File: src/rtl/sc_s2d_counter.sv
// sc_s2d_counter: stochastic-to-digital converter.
// Counts the 1s in a unipolar bitstream over a window of 2^PRECISION accepted
// samples and returns a saturated PRECISION-bit result through a valid/ready
// handshake. A new window starts on `start` while idle.
// Optional build macro SC_S2D_BIPOLAR_EN: when defined, the result is the
// two's-complement bipolar value clamp(ones - 2^(PRECISION-1)); when undefined,
// the result is the unipolar value min(ones, 2^PRECISION - 1).
module sc_s2d_counter #(
  parameter int PRECISION = 8
) (
  input  logic                 clk,
  input  logic                 rst,        // asynchronous, active-low
  input  logic                 start,
  input  logic                 in_valid,
  input  logic                 in,
  output logic                 busy,
  output logic                 out_valid,
  input  logic                 out_ready,
  output logic [PRECISION-1:0] out
);

  typedef enum logic [1:0] {
    S_IDLE  = 2'd0,
    S_ACCUM = 2'd1,
    S_DONE  = 2'd2
  } state_t;

  // Sample index of the last sample in a window (2^PRECISION - 1, zero-based).
  localparam logic [PRECISION:0] LAST_SAMPLE = {1'b0, {PRECISION{1'b1}}};
  localparam logic [PRECISION:0] CNT_ONE     = {{PRECISION{1'b0}}, 1'b1};

  state_t               state_q, state_d;
  logic [PRECISION:0]   samp_q, samp_d;
  logic [PRECISION:0]   ones_q, ones_d;
  logic [PRECISION-1:0] out_q, out_d;
  logic [PRECISION:0]   ones_inc;

  // Map a full-window ones count (0 .. 2^PRECISION) to the result encoding.
  function automatic logic [PRECISION-1:0] to_result(input logic [PRECISION:0] ones);
`ifdef SC_S2D_BIPOLAR_EN
    // ones - 2^(PRECISION-1) is just the low bits with the MSB inverted; the
    // only out-of-range value is ones = 2^PRECISION, which clamps to max positive.
    if (ones[PRECISION]) to_result = {1'b0, {(PRECISION-1){1'b1}}};
    else                 to_result = {~ones[PRECISION-1], ones[PRECISION-2:0]};
`else
    // A full all-ones window saturates instead of wrapping to zero.
    if (ones[PRECISION]) to_result = {PRECISION{1'b1}};
    else                 to_result = ones[PRECISION-1:0];
`endif
  endfunction

  // Next-state, counter and result-register logic.
  always_comb begin
    // NOTE: every signal gets a default first so no path leaves it unassigned
    // (which would infer a latch).
    state_d  = state_q;
    samp_d   = samp_q;
    ones_d   = ones_q;
    out_d    = out_q;
    ones_inc = ones_q + (in ? CNT_ONE : '0);

    unique case (state_q)
      S_IDLE: begin
        if (start) begin
          state_d = S_ACCUM;
          samp_d  = '0;
          ones_d  = '0;
        end
      end
      S_ACCUM: begin
        if (in_valid) begin
          samp_d = samp_q + CNT_ONE;
          ones_d = ones_inc;
          if (samp_q == LAST_SAMPLE) begin
            state_d = S_DONE;
            out_d   = to_result(ones_inc);
          end
        end
      end
      S_DONE: begin
        if (out_ready) state_d = S_IDLE;
      end
      default: state_d = S_IDLE;
    endcase
  end

  // State, counters and result register; reset clears everything at once.
  always_ff @(posedge clk or negedge rst) begin
    if (!rst) begin
      state_q <= S_IDLE;
      samp_q  <= '0;
      ones_q  <= '0;
      out_q   <= '0;
    end else begin
      // NOTE: non-blocking assignments so every flop samples pre-edge values.
      state_q <= state_d;
      samp_q  <= samp_d;
      ones_q  <= ones_d;
      out_q   <= out_d;
    end
  end

  // Outputs decode straight from registered state; nothing from `in` reaches them.
  assign busy      = (state_q != S_IDLE);
  assign out_valid = (state_q == S_DONE);
  assign out       = out_q;

endmodule

File: config.mk
export PLATFORM = sky130hd
export DESIGN_NAME = sc_s2d_counter
export DESIGN_NICKNAME = d
export VERILOG_FILES = /design/src/rtl/sc_s2d_counter.sv
export SDC_FILE = /design/constraint.sdc
export NUM_CORES = 1
export LEC_CHECK = 0
export ABC_CLOCK_PERIOD_IN_PS = 1760
export BUFFER_PORTS_ARGS = -buffer_cell sky130_fd_sc_hd__buf_2
export CAP_MARGIN = 40
export CORE_MARGIN = 2
export CORE_UTILIZATION = 42
export DETAILED_ROUTE_END_ITERATION = 8
export PLACE_DENSITY = 0.65
export RECOVER_POWER = 100
export SETUP_SLACK_MARGIN = 0.4
export SYNTH_ARGS = -nofsm -noshare
export SYNTH_HDL_FRONTEND = slang
export SYNTH_SLANG_ARGS = --single-unit
File: constraint.sdc
create_clock -name clk -period 1.76 [get_ports clk]
set_input_delay 0.176 -clock clk [delete_from_list [all_inputs] [get_ports clk]]
set_output_delay 0.176 -clock clk [all_outputs]
set_load 0.05 [all_outputs]
After elaboration in Yosys (flattened, before gate mapping)
Cells that the tools add are included.

Flip-flop bits (word level): 28. Bits of input ports: 6. Output and inout bits: 10. Word-level logic and storage cells: 31.

Add/subtract/negate cells: 2. Equal/unequal tests: 7. Multiplexer cells: 12. Reduce and logical (&&, ||, !) cells: 6.

Operator list (number): 9-bit one-hot mux with 2 select lines (2); 9-bit 2-to-1 mux (3); 9-bit by 1-bit adder with 9-bit output (1); 9-bit by 1-bit adder with 9-bit output, second input constant (1); 9-bit by 8-bit equality test with 1-bit output, second input constant (1); 2-bit 2-to-1 mux (4); 8-bit 2-to-1 mux (1); 2-bit inequality test, second input constant (3); 2-bit one-hot mux with 3 select lines (1); 3-bit AND reduction (2); 4-bit AND reduction (1); 2-bit nonzero test (2); 2-bit by 1-bit equality test with 1-bit output, second input constant (1); 2-bit equality test, second input constant (1); 2-bit logical NOT (1); 2-bit by 1-bit inequality test with 1-bit output, second input constant (1); 1-bit 2-to-1 mux (1).

Depth between registers and ports, before layout
Gate-level depths: netlist of the first run.

Depth after elaboration: 4. Gate-level depth with buffers: 8.

Worst setup path before layout of the first run
Ideal clock, no wire load.

Kind: register -> register. Start point: register samp_q[0]. End point: register out_q[0], in the netlist out[0]. Library setup time: 127 ps. Arrival: 1623 ps. Data required time: 1633 ps. Setup slack: 10 ps. Cell stages (with the launch flop): 9. Clock period less this slack: 1750 ps. Path through: dfrtp_1 ha_1 nand3_1 nor2_1 ha_1 and4_1 clkbuf_1 o21a_1 a21oi_1.

Cells in the longest elaborated chain, start to end: 2.

Ends and longest elaborated chain: from (decl) (RTL line 33) `logic [PRECISION:0] samp_q, samp_d;`; from (signal assigned) (RTL line 97) `samp_q <= samp_d;`; 9-bit by 8-bit equality test with 1-bit output (RTL line 74) `if (samp_q == LAST_SAMPLE) begin`; 3-bit AND reduction (no source line); to (signal assigned) (RTL line 99) `out_q <= out_d;`; to (decl) (RTL line 35) `logic [PRECISION-1:0] out_q, out_d;`.

No other way between the ends. A chain may end at the register's enable or synchronous reset.

Worst setup path after layout of the first run
Start point: register state_q[1]. End point: output out_valid.

Cells in the longest elaborated chain, start to end: 1.

Ends and longest elaborated chain: from (decl) (RTL line 32) `state_t state_q, state_d;`; from (signal assigned) (RTL line 96) `state_q <= state_d;`; 2-bit equality test (RTL line 105) `assign out_valid = (state_q == S_DONE);`; to (decl) (RTL line 17) `output logic out_valid,`.

No other way between the ends.

==> qor.yml, run 1 <==
grt_use_total: 0.207
synth_ff_type: "dfrtp_1"
maxSlewHeadroom: 0.530
synthTopCellsByArea: "dfrtp_1, a21oi_1, o21ai_0"
finClkSkew_ns: 0.00640
cp_top_family: "buffers and inverters"
crit_chain: "buf_4, inv_2, nor2_4, clkbuf_2"
die_w_um: 61.1
avgSynthCellArea_um2: 9.78
final_layout_size_suffix_gt1_frac: 0.359
clk_path_buf_depth: 2
crit_required_ns: 1.58
worstSetupStartpointType: "flop"
rows: 20
worst_slack_ns: 0.190
synth.distinct_cells: 30
syn_inst: 140
wire_per_inst_um: 14.9
synth_top_area_cell: "dfrtp_1"
place_congestion: 0.775
area_growth_pct: 42.0
numCtsBuffers: 3
grt_start_max_net_pins: 29
nets: 195
clock-sinks: 28
grt_pass1_wl_um: 5710
p_clk_frac: 0.249
slew_violations: 0
dp_cells: 200
first_iter_violations: 58
io_buffers: 15
synth-edff-count: 0
clk_latency_ns: 0.34
holdWs_ns: 0.0592
drc: 0
vdd_drop_max_uv: 553
gr-total-overflow: 0
seq_area_frac_synth: 0.512
hp-class: "in -> reg"
crit_path_max_incr_delay_ns: 0.47
wl_um: 3400
p_seq_frac: 0.502
p_leak_nw: 0.830
setup_tns_ns: 0
end_kind: "output pin"
yosys_warnings: 0
synth_fp_nets: 150
stdcell_count: 228
rsz0062_at_grt: "yes"
firstDrtPassIters: 4
synthesis.area_um2: 1370
crit_type: "reg -> out"
cts_root_buffer: "clkbuf_4"
power.internal_mw: 1.20
cp_max_fo: 6
arrival_ns: 1.39
fin_crit_sh: 0.892
power.density_nw_per_um2: 895
p_comb_frac: 0.248
die-area_um2: 3730
antenna_found_initial: 0
cts-htree-levels: 1
preCtsSetupSlack_ns: 0.0970
final-hold-violation-count: 0
fillers: 269
ios: 16
fin_crit_ns: 1.57
viasPerCell: 5.35
die_h_um: 61.1
clk_pin_slew_ns: 0.16
critPathBufInv: 3
status: "completed"
power.switching_uw: 537
netlist.area_leader.share: 0.512
start_util: 0.445
fin_util: 0.632
dp_hpwl_um: 2070
diodes: 0
maxCapViolCount: 0
coreArea_um2: 3080
ys_seq_elements: 28
synthArstFlopShare: 1.00
ant_nets: 0
fmax_ghz: 0.637
tightest_slew_ns: 0.705
swShare: 0.309
setup_viol: 0
cts_tree: "done"
num_vias: 1220
cpMaxStageDelayCell: "dfrtp_1"
grt_pass1_vias: 1232
-- sequential cells by signal, summed over array words and instances (netlist names) --
signal	cells
samp_q	9
state_q	2
ones_q	9
out	8
-- cell usage in the layout, fill, tap and decap left out, drive strengths merged --
cell and instances:
a2111oi 1, a211oi 1, a21o 1, a21oi 14
a22o 1, a311oi 1, a31oi 1, and3 2
and3b 1, and4 3, buf 31, bufinv 1
clkbuf 16, dfrtp 28, dlygate4sd3 1, ha 4
inv 7, nand2 12, nand3 5, nand3b 1
nand4 4, nor2 16, nor3b 1, o21a 1
o21ai 13, o22ai 1, o31ai 2, or2 1
or3 2, or3b 1, xnor2 3, xor2 7
-- power groups by stage --
| stage | clock network (mW) | registers (mW) | logic, mW |
|---|---|---|---|
| after global routing | 0.465 | 0.891 | 0.495 |
| after CTS | 0.439 | 0.869 | 0.422 |
| after global placement | 0 | 0.887 | 0.272 |
| after floorplan | 0 | 0.863 | 0.218 |
| final | 0.434 | 0.874 | 0.432 |
| after detailed placement | 0 | 0.892 | 0.284 |
-- stage by stage --
step	total power, mW	instance area (µm²)
3_5_place_dp	1.18	1580
6_report	1.74	1940
3_3_place_gp	1.16	1580
5_1_grt	1.85	1940
4_1_cts	1.73	1870
2_1_floorplan	1.08	1440
-- synthesized netlist by cell type (2+ instances only) --
| cell | number |
|---|---|
| a21oi_1 | 14 |
| and3_1 | 2 |
| and4_1 | 3 |
| buf_2 | 2 |
| clkbuf_1 | 3 |
| dfrtp_1 | 28 |
| ha_1 | 4 |
| inv_1 | 7 |
| nand2_1 | 12 |
| nand3_1 | 5 |
| nand4_1 | 4 |
| nor2_1 | 16 |
| o21ai_0 | 13 |
| o31ai_1 | 2 |
| or3_1 | 2 |
| xnor2_1 | 3 |
| xor2_1 | 7 |
-- routing by layer --
metal / track usage / vias to the layer above / wire length [µm]
met5: 0 / - / 0
met3: 0.0231 / 4 / 120
met4: 0.0963 / 0 / 34
met2: 0.319 / 24 / 1650
li1: - / 580 / -
met1: 0.293 / 612 / 1590
-- cell families (layout without fill, tap and decap cells) --
| logic type | count (synthesis) | after routing | share of synthesized area |
|---|---|---|---|
| simple gates | 49 | 49 | 0.185 |
| compound gates | 37 | 37 | 0.168 |
| flops | 28 | 28 | 0.512 |
| buf+inv | 12 | 56 | 0.0347 |
| xor+xnor | 10 | 10 | 0.0640 |
| fa+ha+maj | 4 | 4 | 0.0366 |
-- layout make-up --
| cell class | count | area [µm²] | area share |
|---|---|---|---|
| clock inverter | 1 | 30.0 | 0.0154 |
| clock buffer | 3 | 22.5 | 0.0116 |
| multi-input combinational | 100 | 768 | 0.395 |
| timing repair buffer | 45 | 340 | 0.175 |
| inverter | 7 | 26.3 | 0.0135 |
| sequential | 28 | 702 | 0.361 |
| tap | 44 | 55.1 | 0.0283 |
-- final timing paths --
kind | startpoint | endpoint | slack (ns) | depth (start not counted)
min in group asynchronous | rst | out[0] | 0.40 | 2
setup / recovery | state_q[1] | out_valid | 0.19 | 4
hold reg to reg | ones_q[8] | ones_q[8] | 0.53 | 1
hold / removal | in_valid | state_q[0] | 0.06 | 2
max in group asynchronous | rst | state_q[0] | 0.87 | 2
setup reg to reg | state_q[1] | samp_q[7] | 0.21 | 4
-- repair_timing --
item / in CTS / in global routing
setup endpoints to repair: 24 / 29
hold endpoints to repair: 28 / 0
cloned: 1 / 0
gates resized for setup: 39 / 32
hold buffers: 1 / 0
pin swaps: 9 / 12
buffers inserted: 13 / 9
-- worst register-to-register path, stage by stage (launching register included) --
cell,delay [ns]
dfrtp_1,0.47
or3b_1,0.46
a2111oi_4,0.32
xnor2_1,0.15
nor2_1,0.05
No activity file was read; power rests on OpenSTA's default activity.
==> inputs of run 2 (changes only) <==
--- a/config.mk
+++ b/config.mk
@@ -9,9 +9,9 @@
 export BUFFER_PORTS_ARGS = -buffer_cell sky130_fd_sc_hd__buf_2
 export CAP_MARGIN = 40
 export CORE_MARGIN = 2
-export CORE_UTILIZATION = 42
+export CORE_UTILIZATION = 51
 export DETAILED_ROUTE_END_ITERATION = 8
-export PLACE_DENSITY = 0.65
+export PLACE_DENSITY = 0.76
 export RECOVER_POWER = 100
 export SETUP_SLACK_MARGIN = 0.4
 export SYNTH_ARGS = -nofsm -noshare
==> qor.yml, run 2 (same netlist as run 1, synthesis figures left out) <==
clk_pin_slew_ns: 0.17  # about the same
io_buffers: 15  # unchanged
diodes: 0  # unchanged
power.density_nw_per_um2: 941  # +5.1%
fillers: 147  # -45%
r2r_start: "samp_q[2]"
crit_chain: "nand4_1, nor2_2, ha_2, and4_4, o21a_4, a21oi_2"
numCtsBuffers: 3  # unchanged
grt_pass1_wl_um: 5960  # +4.5%
worstSetupStartpoint: "samp_q[2]"
setup_viol: 0  # unchanged
grt_start_max_net_pins: 29  # unchanged
final-hold-violation-count: 0  # unchanged
final_layout_size_suffix_gt1_frac: 0.432  # +0.0736
cpMaxStageDelayCell: "dfrtp_1"
num_vias: 1368  # +12%
holdWs_ns: 0.0783  # +0.0191 ns
place_congestion: 0.795  # +2.7%
hp-class: "in -> reg"
final_cell_mix: "dfrtp_1, buf_4, nor2_1, a21oi_2, clkbuf_1"
crit_type: "reg -> reg"
grt_pass1_vias: 1283  # +4.1%
crit_required_ns: 2.01  # +0.43 ns
ant_nets: 0  # unchanged
worstSetupStartpointType: "flop"
rsz0062_at_grt: "yes"
end_kind: "flop"
ios: 16  # unchanged
area_growth_pct: 47.2
firstDrtPassIters: 4  # unchanged
r2r_slack_ns: 0.05  # -0.16 ns
die-area_um2: 3110  # -17%
preCtsSetupSlack_ns: 0.145  # +0.0484 ns
fin_crit_ns: 1.71  # +0.136 ns
dp_hpwl_um: 1980  # -4.6%
p_leak_nw: 0.873  # +5.2%
cts-htree-levels: 1  # unchanged
maxSlewHeadroom: 0.524  # -0.00620
wl_um: 4270  # +26%
worstHoldStart: "in_valid"
cts_tree: "done"
nets: 203  # +4.1%
cts_root_buffer: "clkbuf_4"
die_w_um: 55.8  # -8.7%
first_iter_violations: 62  # +6.9%
viasPerCell: 6.16  # +15%
rows: 18  # -10%
layout_commonest_cell: "dfrtp_1"
maxCapViolCount: 0  # unchanged
vdd_drop_max_uv: 798  # +44%
die_h_um: 55.8  # -8.7%
wire_per_inst_um: 19.2  # +29%
fmax_ghz: 0.586  # -8.0%
tightest_slew_ns: 0.714  # +0.00930 ns
grt_use_total: 0.243  # +0.0364
fin_crit_sh: 0.970  # +0.0773
drc: 0  # unchanged
setup_tns_ns: 0  # unchanged
clock-sinks: 28  # unchanged
clk_path_buf_depth: 2  # unchanged
antenna_found_initial: 0  # unchanged
arrival_ns: 1.96  # +0.57 ns
crit_path_max_incr_delay_ns: 0.42  # -0.05 ns
worst_slack_ns: 0.0535  # -0.136 ns
clk_latency_ns: 0.34  # about the same
status: "completed"
slew_violations: 0  # unchanged
finClkSkew_ns: 0.0151  # +0.00866 ns
cp_max_fo: 8  # +2
start_util: 0.548  # +0.103
gr-total-overflow: 0  # unchanged
coreArea_um2: 2500  # -19%
[run 2: path summary, 6_finish.rpt]
path | to | cells after the start
max | out[3] | 6
max in group asynchronous | samp_q[8] | 2
min reg2reg | out[4] | 2
min in group asynchronous | ones_q[3] | 2
max reg2reg | out[3] | 6
min | state_q[0] | 2
[run 2: area by class of cell]
cell class,count,area (µm²),area share
clock buffer,3,22.5,0.0112
multi-input combinational,100,785,0.389
clock inverter,1,30.0,0.0149
tap,30,37.5,0.0186
inverter,7,26.3,0.0130
timing repair buffer,53,413,0.205
sequential,28,701,0.348
[run 2: metrics by stage]
step           cell area [µm²]   util  power [mW]  cells
2_1_floorplan             1440      -        1.08    140
3_3_place_gp              1550  0.621        1.16    185
3_5_place_dp              1550  0.621        1.17    185
4_1_cts                   1930  0.770        1.77    209
5_1_grt                   2010  0.806        1.97    222
6_report                  2010  0.806        1.90    222
[run 2: routing by layer]
layer	share of wire	wire (µm)	GRT usage	up-vias
li1	-	-	-	598
met1	0.43	1830	0.326	700
met2	0.50	2140	0.410	52
met3	0.039	167	0.0279	18
met4	0.033	140	0.0836	0
met5	0	0	0	-
[run 2: timing repair]
item | in CTS | in global routing
endpoints found under the hold margin | 28 | 0
gates cloned | 1 | 1
resized for setup | 42 | 25
pin swaps | 16 | 18
hold buffers | 1 | 0
setup buffers | 18 | 12
setup endpoints to repair | 28 | 29
[run 2: critical path: cells and delay by family (launching register included)]
family	cells	cell delay [ns]
compound gates	2	0.31
fa+ha+maj	1	0.20
flops	1	0.42
simple gates	3	0.69
[run 2: report_power, final]
part           leakage, nW  internal [mW]  total, mW  switching, mW
logic                0.475          0.270      0.565          0.295
registers            0.370          0.751      0.896          0.145
clock network       0.0279          0.231      0.435          0.204
total                0.873           1.25       1.90          0.643
